File: src/rtl/or_6_bit_reg.sv
// Registered bitwise-OR unit for the 6-bit CPU ALU.
// Produces a | b plus carry/sign/zero flags, captured on the load strobe
// and held until the next load or reset. valid pulses on each load edge.
module or_6_bit_reg #(
  parameter int WIDTH = 6
) (
  input  logic             clk,
  input  logic             rst,
  input  logic             en,
  input  logic [WIDTH-1:0] a,
  input  logic [WIDTH-1:0] b,
  output logic [WIDTH-1:0] c,
  output logic             cf,
  output logic             sf,
  output logic             zf,
  output logic             valid
);

  // Combinational result of the current operands; flags come from this,
  // never from the previously registered result.
  logic [WIDTH-1:0] w_or;
  logic             w_sign;
  logic             w_zero;

  // Result, flag and strobe registers.
  logic [WIDTH-1:0] r_c;
  logic             r_cf;
  logic             r_sf;
  logic             r_zf;
  logic             r_valid;

  // Per-bit OR of the two operands.
  generate
    for (genvar gi = 0; gi < WIDTH; gi++) begin : g_or_bit
      assign w_or[gi] = a[gi] | b[gi];
    end
  endgenerate

  assign w_sign = w_or[WIDTH-1];
  assign w_zero = ~(|w_or);

  // Result and flags load together on an accepted edge and hold otherwise.
  // cf is a constant-0 bit kept only so the flag bus matches the adder units.
  always_ff @(posedge clk or posedge rst) begin
    if (rst) begin
      r_c  <= '0;
      r_cf <= 1'b0;
      r_sf <= 1'b0;
      r_zf <= 1'b1;
    end else if (en) begin
      r_c  <= w_or;
      r_cf <= 1'b0;
      r_sf <= w_sign;
      r_zf <= w_zero;
    end
  end

  // valid marks exactly the edges on which the result registers were loaded.
  always_ff @(posedge clk or posedge rst) begin
    if (rst) begin
      r_valid <= 1'b0;
    end else begin
      r_valid <= en;
    end
  end

  assign c     = r_c;
  assign cf    = r_cf;
  assign sf    = r_sf;
  assign zf    = r_zf;
  assign valid = r_valid;

endmodule

File: config.mk
export PLATFORM = sky130hd
export DESIGN_NAME = or_6_bit_reg
export DESIGN_NICKNAME = d
export VERILOG_FILES = /design/src/rtl/or_6_bit_reg.sv
export SDC_FILE = /design/constraint.sdc
export NUM_CORES = 1
export LEC_CHECK = 0
export BUFFER_PORTS_ARGS = -buffer_cell sky130_fd_sc_hd__buf_2
export CORE_AREA = 2 2 39 41
export CTS_BUF_LIST = sky130_fd_sc_hd__clkbuf_4
export CTS_CLUSTER_DIAMETER = 100
export DETAILED_ROUTE_END_ITERATION = 12
export DIE_AREA = 0 0 41 43
export PLACE_DENSITY = 0.58
export RECOVER_POWER = 100
export REMOVE_ABC_BUFFERS = 1
export SKIP_LAST_GASP = 1
export SYNTH_ARGS = -nofsm -noshare
export SYNTH_HDL_FRONTEND = slang
export SYNTH_SLANG_ARGS = --single-unit
File: constraint.sdc
create_clock -name clk -period 0.8 [get_ports clk]
set_input_delay 0.16 -clock clk [delete_from_list [all_inputs] [get_ports clk]]
set_output_delay 0.16 -clock clk [all_outputs]
set_load 0.1 [all_outputs]
==> impl_metrics.csv, run 1 <==
group,metric,value,unit
synth,synthXorXnorAreaFrac,0,%
clocking,numCtsBuffers,3,
power_and_ir_drop,power_density,2000,nW/um^2
timing,fin_skew,0,ns
setup_path,cp_data_required_time,0.64,ns
global_route,met1_usage,16.7,%
timing,fin_ws,-0.329,ns
synth,synthTopCellsByArea,"dfrtp_1, nor2_1, nor4_2",
synth,yosys.area_share.adder,0,%
global_route,grt_usage,13.6,%
drt,vias_per_cell,4.31,
synth,synth_ff_type,"dfrtp_1",
setup_path,crit_fanout,2,
final_layout,syn2layout_area_growth,82.6,%
final_layout,drive_above_1_share,53.2,%
clocking,cts.sinks,8,
setup_path,critPathLaunchType,"register",
drt,num_vias,336,
global_route,grt_max_degree,16,
drt,avgRoutedWirePerCell,9.69,microns
global_route,grt_pass1_vias,363,
timing,setup-violations-final,11,
floorplan,rows,14,
setup_path,rrSetupSlack,-0.03,ns
synth,ys_warn_count,0,
min_path,hp-class,"primary input to register",
synth,synth_commonest_cells,"nor2_1, dfrtp_1, a21oi_1",
final_layout,num-nets-final,78,
timing,hold_violations,0,
floorplan,design.die.area,1760,sq um
setup_path,path_class,"register to primary output",
global_route,grt_use_met3,4.71,%
floorplan,die_y,43,microns
clocking,clockBufferDepth,2,
final_layout,nFillCells,145,
synth,synth_top_family_by_area,"simple AND/OR/NAND/NOR gates",
synth,ys_async_sr_fraction,100,%
synth,synth_mux_area_share,0,%
place,dp.cells,72,
outcome,violations,"setup timing",
floorplan,core,1380,sq um
power_and_ir_drop,ir_drop,0.950,mV
synth,synth_seq_area_share,55.9,%
synth,avgSynthCellArea,10.0,sq um
outcome,status,"finished, violations left",
timing,tightest_slew,0.620,ns
timing,fmax,0.885,GHz
timing,setup_tns,-2.02,ns
place,gp_congestion,0.569,
synth,synth_simple_gate_area_share,24.7,%
final_layout,final_cells,78,
setup_path,crit_chain,"buf_12",
floorplan,start_util,26.0,%
clocking,clkSlewWorstSetupHoldPaths,0.06,ns
drt,drc,0,
timing,layout_min_cycle_time,1.13,ns
global_route,antenna_found_initial,0,
clocking,tritoncts,"yes",
setup_path,cp.arrival,0.97,ns
setup_path,cpPeakStageDelay,0.55,ns
global_route,overflow,0,
timing,relSlewSlack,58.7,%
place,dpl.hpwl,618,microns
drt,dr.pass1.iters,2,
run,drv_cap,0,
timing,layout_worst_path_cycle_share,141,%
synth,synth-compound-area-share,11.1,%
setup_path,cp.buffers_inverters,1,
global_route,grt_pass1_wl,1550,microns
global_route,top_usage_layer,"met2",
synth,yosysTopAreaCell,"dfrtp_1",
timing,drv_slew,0,
floorplan,boundaryPins,25,
timing,rsz0062_at_grt,"yes",
drt,ant_nets,0,
clocking,clk-insertion-delay-late,0.25,ns
synth,yosysTopAreaCellShare,48.6,%
power_and_ir_drop,p_leak,0.304,nW
drt,wirelength,756,microns
floorplan,fp.dieW,41,microns
timing,timing.hold.ws,0.193,ns
drt,drt_iter0_markers,1,
final_layout,antenna_cells,0,
place,port_buffers,23,
setup_path,cp_top_family,"flip-flops",
clocking,cts.root.buffer_cell,"clkbuf_4",
synth,synth_edf_count,0,
setup_path,critPathSlowestCell,"dfstp_2",
synth,syn-cell-area,360,sq um
global_route,grtUsageMet2,18.8,%
setup_path,end_kind,"primary output",
synth,yosysMostFrequentCell,"nor2_1",
synth,synth-seq-cells,8,
synth,synth_cell_types,10,
synth,syn_inst,36,
clocking,h-tree-depth,1,
==> per-layer routing <==
metal  up-vias  wire [microns]
met3         0              50
met2        12             405
met4         0               0
met1       153             299
li1        171               -
met5         -               0
==> layout by cell type (no fill, tap or decap), drive strengths merged <==
master	n
conb	1
buf	23
clkbuf	5
dfrtp	7
a21oi	6
dlygate4sd3	1
nor2	12
a41o	1
inv	1
nor4	3
dfstp	1
nor2b	1
==> metrics by stage <==
step / instance area, sq um / util (%) / power (W) / setup slack, ns
after floorplan: 338 / - / 0.000735 / -0.984
after global placement: 608 / 43.9 / 0.000945 / -0.0589
after detailed placement: 608 / 43.9 / 0.000950 / -0.0615
after CTS: 649 / 46.9 / 0.00133 / -0.343
after global routing: 658 / 47.6 / 0.00140 / -0.368
final: 658 / 47.6 / 0.00132 / -0.329
==> state kept, by name, summed over array words and instances, names as in the netlist <==
name / flops
c: 6
valid: 1
zf: 1
==> power by group <==
group	internal (W)	total (W)	leakage (nW)	switching, W
Clock	0.000225	0.000371	0.0184	0.000145
Sequential	0.000433	0.000463	0.0822	0.0000307
Combinational	0.000166	0.000485	0.204	0.000319
Total	0.000824	0.00132	0.304	0.000495
==> worst paths after layout <==
check	startpoint	endpoint	cells past startpoint
max	zf	zf	1
min	a[0]	c[0]	3
max reg2reg	zf	zf	2
min reg2reg	c[3]	c[3]	2
max in group asynchronous	rst	zf	3
min in group asynchronous	rst	c[0]	3
==> layout make-up <==
cell class                      count  area, sq um  area share, %
Inverter                            1         3.75          0.570
Clock buffer                        4         30.0           4.56
Sequential cell                     8          203           30.8
Multi-Input combinational cell     24          135           20.5
Timing Repair Buffer               25          267           40.5
Tap cell                           16         20.0           3.04
==> worst register-to-register path, cell delays in order (launching register included) <==
cell and delay [ns]:
dfstp_2 0.55, nor2b_2 0.13, a41o_1 0.10
==> what timing repair did <==
| action | CTS | global route |
|---|---|---|
| endpoints found under the setup margin | 10 | 10 |
| setup buffers | 0 | 1 |
| endpoints found under the hold margin | 7 | 0 |
| hold buffers | 1 | 0 |
| gates resized for setup | 1 | 1 |
==> logic make-up (layout without fill, tap and decap cells) <==
| group | after synthesis | after routing |
|---|---|---|
| other cells | 1 | 1 |
| flops | 8 | 8 |
| simple gates | 16 | 16 |
| buf+inv | 4 | 30 |
| compound gates | 7 | 7 |
(Power assumes the default switching activity.)
==> run 2: changes to the inputs <==
Settings changed: CORE_AREA 2 2 39 41 to 8 8 45 47, DIE_AREA 0 0 41 43 to 0 0 53 55.
==> run 2 against run 1 <==
Effect of this change: the run still ends with setup timing left; clock-buffer cell count unchanged; final cell count decreased by 1.3%; design area decreased by 1.1%; critical endpoint unchanged.
==> impl_metrics.csv, run 2 (synthesis gave the netlist of run 1 again) <==
group,metric,value,unit
setup_path,end_kind,"primary output",
clocking,clockBufferDepth,2,
clocking,clkSlewWorstSetupHoldPaths,0.06,ns
timing,rsz0062_at_grt,"yes",
power_and_ir_drop,power_density,2010,nW/um^2
power_and_ir_drop,totalPowerFinal,0.00130,W
global_route,grt_usage,6.76,%
power_and_ir_drop,p_leak,0.300,nW
clocking,tritoncts,"yes",
setup_path,path_class,"register to primary output",
timing,fin_skew,0,ns
final_layout,syn2layout_area_growth,80.6,%
power_and_ir_drop,ir_drop,0.946,mV
floorplan,die_y,55,microns
drt,avgRoutedWirePerCell,11.3,microns
outcome,status,"finished, violations left",
setup_path,crit_chain,"buf_12",
setup_path,cp_data_required_time,0.64,ns
timing,layout_worst_path_cycle_share,140,%
clocking,clk-insertion-delay-late,0.25,ns
setup_path,cp.buffers_inverters,1,
power_and_ir_drop,p_int,0.000820,W
timing,setup_tns,-1.95,ns
final_layout,final_area,651,sq um
run,drv_cap,0,
floorplan,fp.dieW,53,microns
outcome,violations,"setup timing",
drt,vias_per_cell,4.36,
setup_path,critPathSlowestCell,"dfstp_2",
drt,drt_iter0_markers,4,
clocking,numCtsBuffers,3,
timing,layout_min_cycle_time,1.12,ns
place,dp.cells,72,
drt,dr.pass1.iters,2,
global_route,antenna_found_initial,0,
setup_path,rrSetupSlack,-0.03,ns
timing,timing.hold.ws,0.198,ns
global_route,overflow,0,
drt,drc,0,
place,place_area,608,sq um
final_layout,antenna_cells,0,
floorplan,boundaryPins,25,
timing,hold_violations,0,
global_route,grt_max_degree,16,
power_and_ir_drop,switching_share,37.2,%
global_route,grt_pass1_wl,1430,microns
floorplan,core,1380,sq um
floorplan,start_util,26.0,%
drt,ant_nets,0,
timing,setup-violations-final,10,
setup_path,cp.arrival,0.96,ns
final_layout,final_cells,77,
final_layout,num-nets-final,77,
setup_path,cp_top_family,"flip-flops",
timing,relSlewSlack,60.1,%
setup_path,critPathLaunchType,"register",
setup_path,cpPeakStageDelay,0.54,ns
final_layout,final_common_cell,"buf_2",
final_layout,largest_reg_flops,6,
timing,fin_ws,-0.323,ns
timing,drv_slew,0,
floorplan,rows,14,
place,port_buffers,23,
power_and_ir_drop,p_switching,0.000485,W
clocking,h-tree-depth,1,
power_and_ir_drop,power.share.sequential,35.5,%
floorplan,design.die.area,2920,sq um
clocking,cts.root.buffer_cell,"clkbuf_4",
timing,tightest_slew,0.599,ns
global_route,grt_pass1_vias,320,
drt,num_vias,336,
final_layout,drive_above_1_share,52.5,%
drt,wirelength,870,microns
power_and_ir_drop,power_frac_clock,27.7,%
clocking,cts.sinks,8,
place,gp_congestion,0.615,
place,dpl.hpwl,744,microns
timing,fmax,0.891,GHz
final_layout,layout_common_cells,"buf_2, nor2_1, buf_12, a21oi_1, dfrtp_1",
power_and_ir_drop,pwr-share-comb,36.8,%
min_path,hp-class,"primary input to register",
setup_path,crit_fanout,2,
run 2: cell count changes in the layout (fill, tap and decap cells not counted), sizes merged:
cell | before | now
buf | 23 | 22
run 2: path summary, 6_finish.rpt:
kind                       startpoint    to  cells past startpoint
max                                zf    zf                      1
max reg2reg                        zf    zf                      2
min in group asynchronous         rst  c[1]                      3
min                              a[1]  c[1]                      3
max in group asynchronous         rst    zf                      3
min reg2reg                      c[3]  c[3]                      2
run 2: worst min-delay path: stages:
cell and delay (ns):
buf_2 0.11, nor2_1 0.07, a21oi_1 0.07
run 2: repair_timing:
item,CTS,global route
hold buffers,1,0
setup buffers,0,0
gates cloned,0,0
hold endpoints to repair,7,0
pin swaps,0,0
gates resized for setup,1,1
endpoints found under the setup margin,10,10
run 2: layout make-up:
class                           instances  area, sq um
Tap cell                               16         20.0
Clock buffer                            4         30.0
Sequential cell                         8          203
Multi-Input combinational cell         24          135
Fill cell                             139          733
Inverter                                1         3.75
Timing Repair Buffer                   24          259
run 2: power groups by stage:
| stage | Sequential (W) | Combinational (W) | Clock (W) |
|---|---|---|---|
| after global placement | 0.000469 | 0.000478 | 0 |
| final | 0.000464 | 0.000480 | 0.000361 |
| after floorplan | 0.000680 | 0.0000557 | 0 |
| after detailed placement | 0.000471 | 0.000480 | 0 |
| after global routing | 0.000465 | 0.000500 | 0.000416 |
| after CTS | 0.000464 | 0.000485 | 0.000380 |
run 2: per-layer routing:
layer	routed length [microns]	vias to the layer above	GRT usage, %
li1	-	169	-
met1	288	151	6.94
met2	444	16	10.2
met3	137	0	5.35
met4	0	0	2.59
met5	0	-	0
run 2: through the flow:
step	worst slack (ns)	utilization [%]
6_report	-0.323	47.0
3_5_place_dp	-0.0615	43.9
3_3_place_gp	-0.0583	43.9
2_1_floorplan	-0.984	-
5_1_grt	-0.357	47.0
4_1_cts	-0.337	46.9
